$ cat src/rtl/operand_fetch_stage.sv
// Operand fetch stage: drives register-file reads, forwards from EX/MEM/WB, stalls on
// load-use hazards and registers the resolved operands into a valid/ready ID/EX register.
module operand_fetch_stage #(
  parameter int unsigned XLEN     = 32,
  parameter int unsigned RA_W     = 5,
  parameter int unsigned ZERO_REG = 1
) (
  input  logic            clk,
  input  logic            rst_n,
  input  logic            in_valid,
  output logic            in_ready,
  input  logic [RA_W-1:0] in_rs1,
  input  logic [RA_W-1:0] in_rs2,
  input  logic [RA_W-1:0] in_rd,
  input  logic            in_rd_we,
  input  logic            in_is_load,
  input  logic [XLEN-1:0] in_imm,
  input  logic [XLEN-1:0] in_pc,
  output logic [RA_W-1:0] rf_read_reg1,
  output logic [RA_W-1:0] rf_read_reg2,
  input  logic [XLEN-1:0] rf_read_data1,
  input  logic [XLEN-1:0] rf_read_data2,
  input  logic [RA_W-1:0] ex_rd,
  input  logic            ex_rd_we,
  input  logic            ex_is_load,
  input  logic [XLEN-1:0] ex_result,
  input  logic [RA_W-1:0] mem_rd,
  input  logic            mem_rd_we,
  input  logic [XLEN-1:0] mem_result,
  input  logic [RA_W-1:0] wb_rd,
  input  logic            wb_we,
  input  logic [XLEN-1:0] wb_data,
  input  logic            flush,
  output logic            out_valid,
  input  logic            out_ready,
  output logic [XLEN-1:0] out_op_a,
  output logic [XLEN-1:0] out_op_b,
  output logic [RA_W-1:0] out_rd,
  output logic            out_rd_we,
  output logic            out_is_load,
  output logic [XLEN-1:0] out_imm,
  output logic [XLEN-1:0] out_pc,
  output logic [31:0]     stall_count
);

  logic            hazard;
  logic            transfer;
  logic [XLEN-1:0] op_a, op_b;

  logic            out_valid_d, out_valid_q;
  logic [XLEN-1:0] out_op_a_d, out_op_a_q, out_op_b_d, out_op_b_q;
  logic [RA_W-1:0] out_rd_d, out_rd_q;
  logic            out_rd_we_d, out_rd_we_q, out_is_load_d, out_is_load_q;
  logic [XLEN-1:0] out_imm_d, out_imm_q, out_pc_d, out_pc_q;
  logic [31:0]     stall_count_d, stall_count_q;

  assign rf_read_reg1 = in_rs1;
  assign rf_read_reg2 = in_rs2;

  // WB must be forwarded: the register-file write only lands at the clock edge.
  function automatic logic [XLEN-1:0] resolve(input logic [RA_W-1:0] rs,
                                              input logic [XLEN-1:0] rf_data,
                                              input logic [RA_W-1:0] e_rd,
                                              input logic            e_we,
                                              input logic            e_ld,
                                              input logic [XLEN-1:0] e_res,
                                              input logic [RA_W-1:0] m_rd,
                                              input logic            m_we,
                                              input logic [XLEN-1:0] m_res,
                                              input logic [RA_W-1:0] w_rd,
                                              input logic            w_we,
                                              input logic [XLEN-1:0] w_dat);
    logic [XLEN-1:0] res;
    if (ZERO_REG != 0 && rs == '0)        res = '0;
    else if (e_we && e_rd == rs && !e_ld) res = e_res;
    else if (m_we && m_rd == rs)          res = m_res;
    else if (w_we && w_rd == rs)          res = w_dat;
    else                                  res = rf_data;
    return res;
  endfunction

  always_comb begin
    op_a = resolve(in_rs1, rf_read_data1, ex_rd, ex_rd_we, ex_is_load, ex_result,
                   mem_rd, mem_rd_we, mem_result, wb_rd, wb_we, wb_data);
    op_b = resolve(in_rs2, rf_read_data2, ex_rd, ex_rd_we, ex_is_load, ex_result,
                   mem_rd, mem_rd_we, mem_result, wb_rd, wb_we, wb_data);
  end

  // Both sources are checked even if the instruction does not use them.
  assign hazard   = in_valid && ex_is_load && ex_rd_we && (ex_rd != '0) &&
                    ((ex_rd == in_rs1) || (ex_rd == in_rs2));
  assign in_ready = !hazard && (!out_valid_q || out_ready);
  assign transfer = in_valid && in_ready;

  always_comb begin
    out_valid_d   = out_valid_q;
    out_op_a_d    = out_op_a_q;
    out_op_b_d    = out_op_b_q;
    out_rd_d      = out_rd_q;
    out_rd_we_d   = out_rd_we_q;
    out_is_load_d = out_is_load_q;
    out_imm_d     = out_imm_q;
    out_pc_d      = out_pc_q;
    stall_count_d = stall_count_q;

    if (flush) begin
      out_valid_d = 1'b0;
    end else if (transfer) begin
      out_valid_d   = 1'b1;
      out_op_a_d    = op_a;
      out_op_b_d    = op_b;
      out_rd_d      = in_rd;
      out_rd_we_d   = in_rd_we;
      out_is_load_d = in_is_load;
      out_imm_d     = in_imm;
      out_pc_d      = in_pc;
    end else if (out_valid_q && out_ready) begin
      out_valid_d = 1'b0;
    end

    if (hazard && !flush && stall_count_q != 32'hFFFF_FFFF) begin
      stall_count_d = stall_count_q + 32'd1;
    end
  end

  always_ff @(posedge clk or negedge rst_n) begin
    if (!rst_n) begin
      out_valid_q   <= 1'b0;
      out_op_a_q    <= '0;
      out_op_b_q    <= '0;
      out_rd_q      <= '0;
      out_rd_we_q   <= 1'b0;
      out_is_load_q <= 1'b0;
      out_imm_q     <= '0;
      out_pc_q      <= '0;
      stall_count_q <= '0;
    end else begin
      out_valid_q   <= out_valid_d;
      out_op_a_q    <= out_op_a_d;
      out_op_b_q    <= out_op_b_d;
      out_rd_q      <= out_rd_d;
      out_rd_we_q   <= out_rd_we_d;
      out_is_load_q <= out_is_load_d;
      out_imm_q     <= out_imm_d;
      out_pc_q      <= out_pc_d;
      stall_count_q <= stall_count_d;
    end
  end

  assign out_valid   = out_valid_q;
  assign out_op_a    = out_op_a_q;
  assign out_op_b    = out_op_b_q;
  assign out_rd      = out_rd_q;
  assign out_rd_we   = out_rd_we_q;
  assign out_is_load = out_is_load_q;
  assign out_imm     = out_imm_q;
  assign out_pc      = out_pc_q;
  assign stall_count = stall_count_q;

endmodule

$ cat config.mk
export PLATFORM = sky130hd
export DESIGN_NAME = operand_fetch_stage
export DESIGN_NICKNAME = d
export VERILOG_FILES = /design/src/rtl/operand_fetch_stage.sv
export SDC_FILE = /design/constraint.sdc
export NUM_CORES = 1
export LEC_CHECK = 0
export BUFFER_PORTS_ARGS = -buffer_cell sky130_fd_sc_hd__buf_2
export CORE_AREA = 2 2 171 173
export CTS_CLUSTER_SIZE = 40
export DETAILED_ROUTE_END_ITERATION = 6
export DIE_AREA = 0 0 173 175
export PLACE_DENSITY = 0.59
export SLEW_MARGIN = 20
export SYNTH_ARGS = -nofsm -noshare
export SYNTH_HDL_FRONTEND = slang
export SYNTH_SLANG_ARGS = --single-unit
$ cat constraint.sdc
create_clock -name clk -period 5.6 [get_ports clk]
set_input_delay 0.56 -clock clk [delete_from_list [all_inputs] [get_ports clk]]
set_output_delay 0.56 -clock clk [all_outputs]
set_load 0.01 [all_outputs]
==> out/qor.csv, run 1 <==
stage,metric,value,unit
place,Placed Cells,1646,
setup_path,Crit path required time,5.95,ns
place,Setup WS pre-CTS,2.41,ns
clocking,CTS tree,yes,
floorplan,Initial Utilization,30.9,%
place,Port Buffers,443,
synthesis,"Net Count, Synth",1134,
place,Post-DP Area,11200,um^2
routing,initial DRC count,298,
synthesis,Post-synth EDFFs,0,
sta,clk_skew,0.0183,ns
cells_and_area,layout cell share with drive strength beyond 1,44.3,%
grt,largest net degree at the start of global routing,72,
sta,Finish-stage setup viols,0,
synthesis,asr flop ratio synth,100,%
sta,final worst-path cycle share,49.9,%
place,post-DP HPWL,23400,um
setup_path,Top delay family on crit path,simple AND/OR/NAND/NOR gates,
sta,RSZ-0062 raised after global routing,no,
sta,setup ws final,2.81,ns
synthesis,register area share after synthesis,47.9,%
floorplan,Die Width,173,um
clocking,Worst-Skew Late Latency,0.43,ns
power,Max rail drop VDD,185,uV
sta,Hold Slack,0.0337,ns
setup_path,Worst path slowest cell,or2_2,
synthesis,Mean Syn Cell Area,10.1,um^2
setup_path,reg-to-reg endpoint,out_op_b[3],
routing,Via density,4.91,
clocking,H-Tree Level Count,4,
setup_path,reg2reg path depth,5,
clocking,hold_buf cts,0,
cells_and_area,final net count,1547,
grt,initial antenna violation count,4,
routing,wire per inst,18.6,um
routing,total wire length,31200,um
floorplan,DIE AREA,30300,um^2
setup_path,CP bufs+invs,2,
hold_path,worst min-delay path category,in -> async,
synthesis,YS warnings,0,
place,global placement routability congestion,0.850,
sta,Slew Limit Fails,0,
cells_and_area,final std cells w/o fill,1679,
routing,first-pass iteration count of the detailed router,5,
cells_and_area,Finished Cell Area,11800,um^2
cells_and_area,Layout area overhead,34.8,%
routing,DRC,0,
routing,via count,8241,
clocking,CTS Buf Count,17,
setup_path,Worst path max stage delay,0.72,ns
clocking,CTS sink cnt,168,
sta,f_max,358,MHz
clocking,CTS resizes,0,
synthesis,Mapped Area,8780,um^2
sta,Max transition margin,41.0,%
synthesis,Syn Inst Count,868,
synthesis,"Distinct cells, synth",40,
synthesis,Main synth FF type,dfrtp_1,
setup_path,"Cell Chain, Critical Path","buf_2, xor2_1, nor3_1, a22oi_1, nor2_2, or2_2, buf_4, a221o_1",
clocking,clk buf depth,2,
synthesis,Synth Register Bits,168,
job,max cap viols,0,
setup_path,crit-path max FO,38,
power,P_leak,5.92,nW
grt,first-pass GRT wire length,47200,um
sta,Final Hold Viols,0,
clocking,"CTS clk-pin slew, worst paths",0.08,ns
sta,minimum clock period,2.79,ns
cells_and_area,fillers,2861,
setup_path,flop2flop setup slack,3.14,ns
floorplan,Core Region,28400,um^2
routing,final antenna-violating net count,0,
floorplan,Ports,444,
setup_path,"Arr. time, crit path",3.14,ns
power,Pwr Density,289,nW/um^2
clocking,Post-CTS Setup Inserts,0,
sta,Worst-Margin Slew,0.885,ns
setup_path,critical path launch point type,input port,
setup_path,Setup crit end kind,register,
grt,GRT overflow,0,
grt,vias in the first global route,8219,
floorplan,row cnt,62,
setup_path,Worst Setup Path Type,in -> reg,
sta,Setup TNS Final,0,ns
status,status,finished clean,
setup_path,Critical R2R Launch,out_valid,
floorplan,Die Y,175,um
clocking,Clock Tree Root,clkbuf_16,
grt,Total GRT Usage,20.1,%
## cell type report
cell class	count	area [um^2]	share of cell area [%]
multi-input combinational	633	4220	35.6
timing repair buffer	457	2330	19.7
tap	384	480	4.06
inverter	4	15.0	0.127
clock buffer	18	439	3.71
antenna	1	2.50	0.0211
sequential	168	4200	35.5
clock inverter	14	146	1.24
## worst max path at each step
stage | start | end | slack [ns] | cells past startpoint
after floorplan | ex_rd[1] | out_imm[0] | 3.23 | 6
after global placement | in_rs1[0] | out_op_a[8] | 2.46 | 8
after detailed placement | in_rs2[0] | out_op_b[8] | 2.41 | 8
after CTS | in_rs2[0] | out_op_a[4] | 2.86 | 8
after global routing | in_rs2[0] | out_op_a[4] | 2.64 | 8
final | in_rs2[0] | out_op_a[4] | 2.81 | 8
## worst reg2reg max path, cell delays in order, from the launching register on
cell	delay [ns]
dfrtp_1	0.39
nand2b_1	0.14
nand3b_1	0.32
or2_2	0.70
buf_4	0.41
a221o_1	0.38
## cells in the final DEF (no fill, tap or decap), drive strengths merged, types with 13 or more instances in the layout
cell	count
nand2	144
a31oi	64
nor2	80
a221o	64
nand3	14
xor2	36
buf	457
xnor2	24
dfrtp	168
and2	68
mux2	73
clkbuf	18
nor3	13
## state kept, by name (all words and copies together), names as in the netlist
signal,cells
out_imm,32
out_is_load,1
out_op_a,32
out_op_b,32
out_pc,32
out_rd,5
out_rd_we,1
out_valid,1
stall_count,32
## cell usage after synthesis (2+ instances only)
master,n,share of area [%]
xnor2_1,24,2.4
nand3_1,14,0.80
and3_1,9,0.64
buf_4,10,0.86
nand4_1,12,0.86
nor2_1,78,3.3
buf_2,6,0.34
nor4_1,8,0.57
o21ai_0,2,0.11
dfrtp_1,168,48
clkbuf_1,34,1.5
and2_1,68,4.8
mux2_2,73,9.4
a221o_1,64,7.3
nand2_1,144,6.2
nand2b_1,3,0.21
inv_1,4,0.17
a31oi_1,64,4.6
nor2_2,2,0.14
nor3_1,13,0.74
or4_1,2,0.17
xor2_1,36,3.6
buf_6,13,1.7
## through the flow
stage	total power [mW]	util (%)
floorplan	1.86	-
global placement	2.26	39.6
detailed placement	2.27	39.6
CTS	3.47	41.7
global route	3.59	41.7
finish	3.42	41.7
## logic make-up after synthesis
| group | after synthesis | synth area share, % |
|---|---|---|
| adders and majority gates | 1 | 0.143 |
| muxes | 73 | 9.37 |
| xor gates and xnor gates | 60 | 5.99 |
| buffers and inverters | 67 | 4.49 |
| and+or+nand+nor | 362 | 19.4 |
| DFF | 168 | 47.9 |
| AOI/OAI and AO/OA | 137 | 12.7 |
## layer usage
| layer | GRT usage (%) | share of wire (%) | vias up |
|---|---|---|---|
| met3 | 5.64 | 7.6 | 53 |
| met1 | 23.6 | 40 | 3911 |
| li1 | - | - | 3907 |
| met5 | 0 | 0.083 | - |
| met4 | 7.20 | 2.7 | 4 |
| met2 | 35.1 | 50 | 366 |
## power by group
part / internal [mW] / leakage [nW] / total [mW] / switching (mW)
Combinational: 0.368 / 3.57 / 0.752 / 0.384
Clock: 0.608 / 0.279 / 1.18 / 0.573
Sequential: 1.39 / 2.07 / 1.48 / 0.0945
Power figures use the tool's default switching activity.
==> run 2: changes to the inputs <==
--- a/config.mk
+++ b/config.mk
@@ -5,12 +5,14 @@
 export SDC_FILE = /design/constraint.sdc
 export NUM_CORES = 1
 export LEC_CHECK = 0
+export ABC_AREA = 1
 export BUFFER_PORTS_ARGS = -buffer_cell sky130_fd_sc_hd__buf_2
-export CORE_AREA = 2 2 171 173
+export CORE_ASPECT_RATIO = 0.5
+export CORE_MARGIN = 2
+export CORE_UTILIZATION = 45
 export CTS_CLUSTER_SIZE = 40
 export DETAILED_ROUTE_END_ITERATION = 6
-export DIE_AREA = 0 0 173 175
-export PLACE_DENSITY = 0.59
+export PLACE_DENSITY = 0.8
 export SLEW_MARGIN = 20
 export SYNTH_ARGS = -nofsm -noshare
 export SYNTH_HDL_FRONTEND = slang
==> constraint.sdc (replaced) <==
create_clock -name clk -period 2.4 [get_ports clk]
set_input_delay 0.24 -clock clk [delete_from_list [all_inputs] [get_ports clk]]
set_output_delay 0.24 -clock clk [all_outputs]
set_load 0.01 [all_outputs]
==> out/qor.csv, run 2 <==
stage,metric,value,unit,change
routing,final antenna-violating net count,0,,unchanged
setup_path,Worst path slowest cell,dfrtp_1,,
synthesis,"count leader, synth",nand2_1,,
clocking,CTS tree,yes,,
synthesis,Commonest cells post-synth,"nand2_1 (755), nand3_1 (272), dfrtp_1 (168), inv_1 (139), nor2_1 (58)",,
synthesis,Mean Syn Cell Area,6.52,um^2,-35%
grt,largest net degree at the start of global routing,75,,+4.2%
floorplan,DIE AREA,25200,um^2,-17%
cells_and_area,Layout area overhead,28.6,%,
clocking,Post-CTS Setup Inserts,0,,unchanged
synthesis,Post-synth EDFFs,0,,unchanged
power,Max rail drop VDD,395,uV,+110%
cells_and_area,final net count,2307,,+49%
synthesis,"Net Count, Synth",1911,,+69%
cells_and_area,"commonest non-fill, non-tap cell in the layout",nand2_1,,
synthesis,"Distinct cells, synth",30,,-25%
grt,GRT overflow,0,,unchanged
place,Post-DP Area,13200,um^2,+17%
sta,RSZ-0062 raised after global routing,no,,
power,"Power, Total",8.47,mW,+150%
clocking,CTS Buf Count,17,,unchanged
sta,Max transition margin,49.7,%,+8.7 points
grt,first-pass GRT wire length,61200,um,+30%
synthesis,register area share after synthesis,39.2,%,-8.7 points
place,global placement routability congestion,0.961,,+13%
cells_and_area,layout cell share with drive strength beyond 1,26.7,%,-18 points
setup_path,Setup crit end kind,register,,
cells_and_area,Finished Cell Area,13800,um^2,+17%
power,internal power,5.63,mW,+140%
clocking,Clock Tree Root,clkbuf_16,,
setup_path,Crit path required time,2.71,ns,-3.24 ns
floorplan,Die Y,113,um,-35%
status,status,finished clean,,
synthesis,Mapped Area,10700,um^2,+22%
clocking,Worst-Skew Late Latency,0.44,ns,about the same
synthesis,asr flop ratio synth,100,%,unchanged
sta,final worst-path cycle share,87.8,%,
setup_path,Worst path max stage delay,0.44,ns,-0.28 ns
cells_and_area,Ant. Diodes,0,,-1
floorplan,Die Width,222,um,+29%
synthesis,Main synth FF type,dfrtp_1,,
clocking,clk buf depth,2,,unchanged
routing,wire per inst,16.7,um,-10%
synthesis,Syn Inst Count,1645,,+90%
floorplan,row cnt,39,,-37%
sta,Setup TNS Final,0,ns,unchanged
synthesis,Synth Register Bits,168,,unchanged
routing,total wire length,39500,um,+27%
routing,via count,12500,,+51%
setup_path,critical path launch point type,register,,
clocking,CTS sink cnt,168,,unchanged
sta,Final Hold Viols,0,,unchanged
sta,Finish-stage setup viols,0,,unchanged
setup_path,Worst Setup Path Type,reg -> reg,,
place,post-DP HPWL,28400,um,+21%
sta,clk_skew,0.00674,ns,-0.0115 ns
synthesis,"area leader, netlist",dfrtp_1,,
place,Port Buffers,443,,unchanged
power,P_leak,8.27,nW,+40%
synthesis,YS warnings,0,,unchanged
floorplan,Core Region,23100,um^2,-19%
sta,minimum clock period,2.11,ns,
place,Setup WS pre-CTS,0.329,ns,-2.08 ns
floorplan,Ports,444,,unchanged
power,Clock power frac,33.3,%,-1.3 points
sta,Slew Limit Fails,0,,unchanged
power,switching share of power,33.5,%,+2.7 points
sta,f_max,474,MHz,
power,Comb pwr share,25.5,%,+3.5 points
grt,vias in the first global route,11500,,+40%
routing,DRC,0,,unchanged
job,max cap viols,0,,unchanged
sta,setup ws final,0.292,ns,-2.51 ns
clocking,H-Tree Level Count,4,,unchanged
power,Pwr Density,614,nW/um^2,+110%
sta,Worst-Margin Slew,0.754,ns,-0.130 ns
routing,initial DRC count,1424,,+380%
routing,first-pass iteration count of the detailed router,6,,+1
grt,Total GRT Usage,30.8,%,+11 points
synthesis,share of the synthesized area in the top cell type,39.2,%,-8.7 points
power,Net Sw Power,2.84,mW,+170%
sta,Hold Slack,0.0216,ns,-0.0121 ns
setup_path,"Cell Chain, Critical Path","ha_1, nand3_4, nor2_4, nand3_2, nor2_2, nand2_1, nand4_4, buf_4, o21ai_0",,
routing,Via density,5.28,,+7.6%
synthesis,synth top area cells,"dfrtp_1 (39%), nand2_1 (26%), nand3_1 (13%)",,
hold_path,worst min-delay path category,in -> reg,,
setup_path,crit-path max FO,32,,-16%
cells_and_area,"commonest non-fill, non-tap cells in the layout","nand2_1 (755), buf_2 (442), nand3_1 (272), dfrtp_1 (168), inv_1 (139)",,
setup_path,"Arr. time, crit path",2.42,ns,-0.72 ns
clocking,"CTS clk-pin slew, worst paths",0.07,ns,about the same
floorplan,Initial Utilization,46.4,%,+15 points
power,Reg power frac,41.2,%,-2.2 points
grt,initial antenna violation count,0,,-4
[run 2: changes by cell type after synthesis, moves of 9 or more]
| cell | before | now |
|---|---|---|
| buf_2 | 6 | 41 |
| a221o_1 | 64 | 0 |
| nor2_1 | 78 | 58 |
| and2_1 | 68 | 0 |
| nand2_1 | 144 | 755 |
| and3_1 | 9 | 0 |
| mux2_2 | 73 | 0 |
| inv_1 | 4 | 139 |
| xor2_1 | 36 | 18 |
| a31oi_1 | 64 | 0 |
| nand3_1 | 14 | 272 |
| nand4_1 | 12 | 44 |
| o21ai_0 | 2 | 14 |
| inv_2 | 0 | 12 |
[run 2: power groups by stage]
| stage | clock network [mW] | logic [mW] | registers [mW] |
|---|---|---|---|
| finish | 2.82 | 2.16 | 3.49 |
| global route | 3.00 | 2.36 | 3.53 |
| CTS | 2.87 | 2.15 | 3.49 |
| detailed placement | 0 | 2.13 | 3.53 |
| global placement | 0 | 2.11 | 3.52 |
| floorplan | 0 | 0.875 | 3.71 |
[run 2: per-stage QoR]
stage	std cells	utilization (%)
finish	2361	59.7
global route	2361	59.7
CTS	2361	59.7
detailed placement	2325	56.9
global placement	2325	56.9
floorplan	1645	-
[run 2: area by class of cell]
| type | count | area [um^2] |
|---|---|---|
| Multi-Input combinational cell | 1224 | 5460 |
| Clock buffer | 19 | 433 |
| Clock inverter | 13 | 159 |
| Inverter | 151 | 567 |
| Sequential cell | 168 | 4200 |
| Fill cell | 2206 | 9330 |
| Timing Repair Buffer | 479 | 2590 |
| Tap cell | 307 | 384 |
[run 2: critical path, delay by kind of cell, from the launching register on]
family | cells | cell delay (ns)
AND/OR/NAND/NOR | 6 | 0.79
AO/OA/AOI/OAI | 1 | 0.13
adder cells (fa/ha/maj) | 1 | 0.29
buffers and inverters | 1 | 0.32
flip-flops | 1 | 0.44
[run 2: timing repair]
| action | in CTS | in global routing |
|---|---|---|
| resized for setup | 0 | 0 |
| hold buffers | 4 | 0 |
| endpoints found under the setup margin | 0 | 0 |
| endpoints found under the hold margin | 52 | 0 |
[run 2: final timing paths]
path,startpoint,end,slack [ns],depth (start not counted)
worst min-delay path,in_imm[26],out_imm[26],0.02,3
max in group asynchronous,rst_n,out_op_b[15],1.28,3
worst min register to register,out_pc[18],out_pc[18],0.47,2
worst max-delay path,stall_count[1],stall_count[16],0.29,9
worst max register to register,stall_count[1],stall_count[16],0.29,9
min in group asynchronous,rst_n,stall_count[5],0.32,2
[run 2: cell families after synthesis]
family | count (synthesis) | synth area share [%]
AO/OA/AOI/OAI | 28 | 1.53
AND/OR/NAND/NOR | 1159 | 45.8
flip-flops | 168 | 39.2
buffers and inverters | 253 | 10.4
adder cells (fa/ha/maj) | 1 | 0.117
XOR/XNOR | 36 | 2.94
[run 2: routing by layer]
layer / share of wire, % / GRT usage, %
met5: 0 / 0
met4: 4.0 / 14.6
met3: 7.9 / 4.99
met2: 47 / 50.7
met1: 41 / 40.3
==> run 3: changes to the inputs <==
--- a/config.mk
+++ b/config.mk
@@ -8,12 +8,10 @@
 export ABC_AREA = 1
 export BUFFER_PORTS_ARGS = -buffer_cell sky130_fd_sc_hd__buf_2
 export CORE_ASPECT_RATIO = 0.5
-export CORE_MARGIN = 2
 export CORE_UTILIZATION = 45
 export CTS_CLUSTER_SIZE = 40
 export DETAILED_ROUTE_END_ITERATION = 6
 export PLACE_DENSITY = 0.8
-export SLEW_MARGIN = 20
 export SYNTH_ARGS = -nofsm -noshare
 export SYNTH_HDL_FRONTEND = slang
 export SYNTH_SLANG_ARGS = --single-unit
==> out/qor.csv, run 3 (synthesized netlist as in run 2, its figures left out) <==
stage,metric,value,unit,change
clocking,clk buf depth,2,,unchanged
sta,f_max,476,MHz,+0.44%
clocking,CTS Buf Count,17,,unchanged
grt,first-pass GRT wire length,60300,um,-1.6%
grt,GRT overflow,0,,unchanged
cells_and_area,"commonest non-fill, non-tap cell in the layout",nand2_1,,
place,post-DP HPWL,28400,um,about the same
setup_path,crit-path max FO,17,,-47%
cells_and_area,"commonest non-fill, non-tap cells in the layout","nand2_1 (755), buf_2 (442), nand3_1 (272), dfrtp_1 (168), inv_1 (139)",,
clocking,H-Tree Level Count,4,,unchanged
grt,met1 Use GR,41.0,%,+0.73 points
routing,final antenna-violating net count,0,,unchanged
power,Max rail drop VDD,306,uV,-22%
sta,Slew Limit Fails,0,,unchanged
hold_path,worst hold start,in_pc[18],,
setup_path,critical path launch point type,register,,
cells_and_area,fillers,2222,,+0.73%
grt,GRT Max-Usage Layer,met2,,
setup_path,reg2reg path depth,9,,unchanged
setup_path,Worst Setup Path Type,reg -> reg,,
sta,Setup TNS Final,0,ns,unchanged
routing,total wire length,38900,um,-1.6%
grt,initial antenna violation count,2,,+2
routing,first-pass iteration count of the detailed router,7,,+1
setup_path,origin of the worst setup path,stall_count[1],,
floorplan,Initial Utilization,46.5,%,+0.098 points
clocking,Clock Tree Root,clkbuf_16,,
floorplan,Core Region,23100,um^2,-0.21%
clocking,CTS tree,yes,,
routing,DRC,15,,+15
setup_path,reg-to-reg endpoint,stall_count[16],,
floorplan,DIE AREA,24500,um^2,-2.7%
routing,via count,12300,,-1.2%
sta,clk_skew,0.0140,ns,+0.00726 ns
power,Pwr Density,607,nW/um^2,-1.1%
sta,RSZ-0062 raised after global routing,no,,
sta,Finish-stage setup viols,0,,unchanged
grt,met3 usage,6.36,%,+1.4 points
setup_path,Critical R2R Launch,stall_count[1],,
floorplan,Die Width,220,um,-0.90%
cells_and_area,layout cell share with drive strength beyond 1,26.9,%,+0.17 points
cells_and_area,Layout area overhead,28.5,%,about the same
status,failing checks,design-rule violations,,
sta,Worst-Margin Slew,0.752,ns,-0.00198 ns
grt,GR Layer Usage met2,50.1,%,-0.65 points
grt,largest net degree at the start of global routing,96,,+28%
setup_path,Crit path required time,2.70,ns,about the same
floorplan,Ports,444,,unchanged
floorplan,Die Y,111,um,-1.8%
hold_path,worst min-delay path category,in -> reg,,
routing,wire per inst,16.4,um,-1.7%
sta,Final Hold Viols,0,,unchanged
power,"Power, Total",8.37,mW,-1.2%
power,P_leak,8.25,nW,-0.21%
sta,Max transition margin,49.8,%,+0.13 points
clocking,Worst-Skew Late Latency,0.44,ns,about the same
routing,initial DRC count,1301,,-8.6%
grt,vias in the first global route,11300,,-1.6%
place,global placement routability congestion,0.971,,+0.95%
place,Port Buffers,443,,unchanged
clocking,Post-CTS Setup Inserts,0,,unchanged
sta,final worst-path cycle share,87.5,%,-0.39 points
sta,minimum clock period,2.10,ns,-0.00925 ns
setup_path,"Arr. time, crit path",2.40,ns,-0.02 ns
cells_and_area,final net count,2309,,+0.087%
job,max cap viols,0,,unchanged
status,status,"complete, but fails checks",,
grt,Total GRT Usage,31.5,%,+0.66 points
routing,Via density,5.21,,-1.4%
clocking,"CTS clk-pin slew, worst paths",0.07,ns,about the same
setup_path,Setup crit end kind,register,,
clocking,CTS sink cnt,168,,unchanged
setup_path,CP endpoint,stall_count[16],,
setup_path,flop2flop setup slack,0.30,ns,about the same
floorplan,row cnt,39,,unchanged
-- run 3: cell types whose count changed in the layout (fill, tap and decap cells not counted), sizes merged --
cell,before,now
clkbuf,19,17
clkinv,3,4
buf,475,477
diode,0,2
clkinvlp,0,3
bufinv,2,0
-- run 3: area by class of cell --
cell class / instances / area [um^2] / share of cell area, %
multi-input combinational: 1224 / 5460 / 39.6
sequential: 168 / 4200 / 30.5
timing repair buffer: 481 / 2580 / 18.7
inverter: 151 / 569 / 4.13
clock buffer: 17 / 425 / 3.09
tap: 307 / 384 / 2.79
clock inverter: 15 / 156 / 1.13
antenna: 2 / 5.00 / 0.0363
-- run 3: stage by stage --
stage	hold slack, ns	cells	worst slack (ns)	util (%)	instance area (um^2)
2_1_floorplan	-0.0556	1645	0.592	-	10700
3_3_place_gp	0.236	2327	0.292	57.0	13200
3_5_place_dp	0.244	2327	0.164	57.0	13200
4_1_cts	0.00196	2363	0.153	59.7	13800
5_1_grt	0.00668	2365	0.0800	59.7	13800
6_report	0.0201	2365	0.301	59.7	13800
-- run 3: how the worst min path moves through the flow --
| stage | to | slack [ns] | depth (start not counted) |
|---|---|---|---|
| after floorplan | out_imm[0] | -0.06 | 0 |
| after global placement | stall_count[9] | 0.24 | 1 |
| after detailed placement | stall_count[1] | 0.24 | 1 |
| after CTS | out_pc[8] | 0.002 | 3 |
| after global routing | out_pc[8] | 0.007 | 3 |
| final | out_pc[18] | 0.02 | 3 |
-- run 3: what timing repair did --
| action | 4_1_cts | 5_1_grt |
|---|---|---|
| endpoints found under the hold margin | 55 | 0 |
| hold buffers | 4 | 0 |
| endpoints found under the setup margin | 0 | 12 |
| resized for setup | 0 | 2 |
-- run 3: layer usage --
metal / vias to the layer above / part of all wire [%]
met5: - / 0
met4: 0 / 4.0
met3: 124 / 7.9
met2: 594 / 47
met1: 5656 / 41
li1: 5947 / -
-- run 3: report_power, final --
| part | total [mW] | internal, mW | switching (mW) | leakage (nW) |
|---|---|---|---|---|
| Clock | 2.72 | 1.39 | 1.33 | 0.277 |
| Sequential | 3.52 | 3.23 | 0.282 | 2.11 |
| Combinational | 2.13 | 0.820 | 1.31 | 5.86 |
| Total | 8.37 | 5.44 | 2.92 | 8.25 |
-- run 3: critical path, stage by stage (launching register included) --
cell,delay [ns]
dfrtp_1,0.44
ha_1,0.29
nand3_4,0.14
nor2_4,0.15
nand3_2,0.13
nor2_2,0.14
nand2_1,0.12
nand4_4,0.20
buf_4,0.26
o21ai_0,0.10
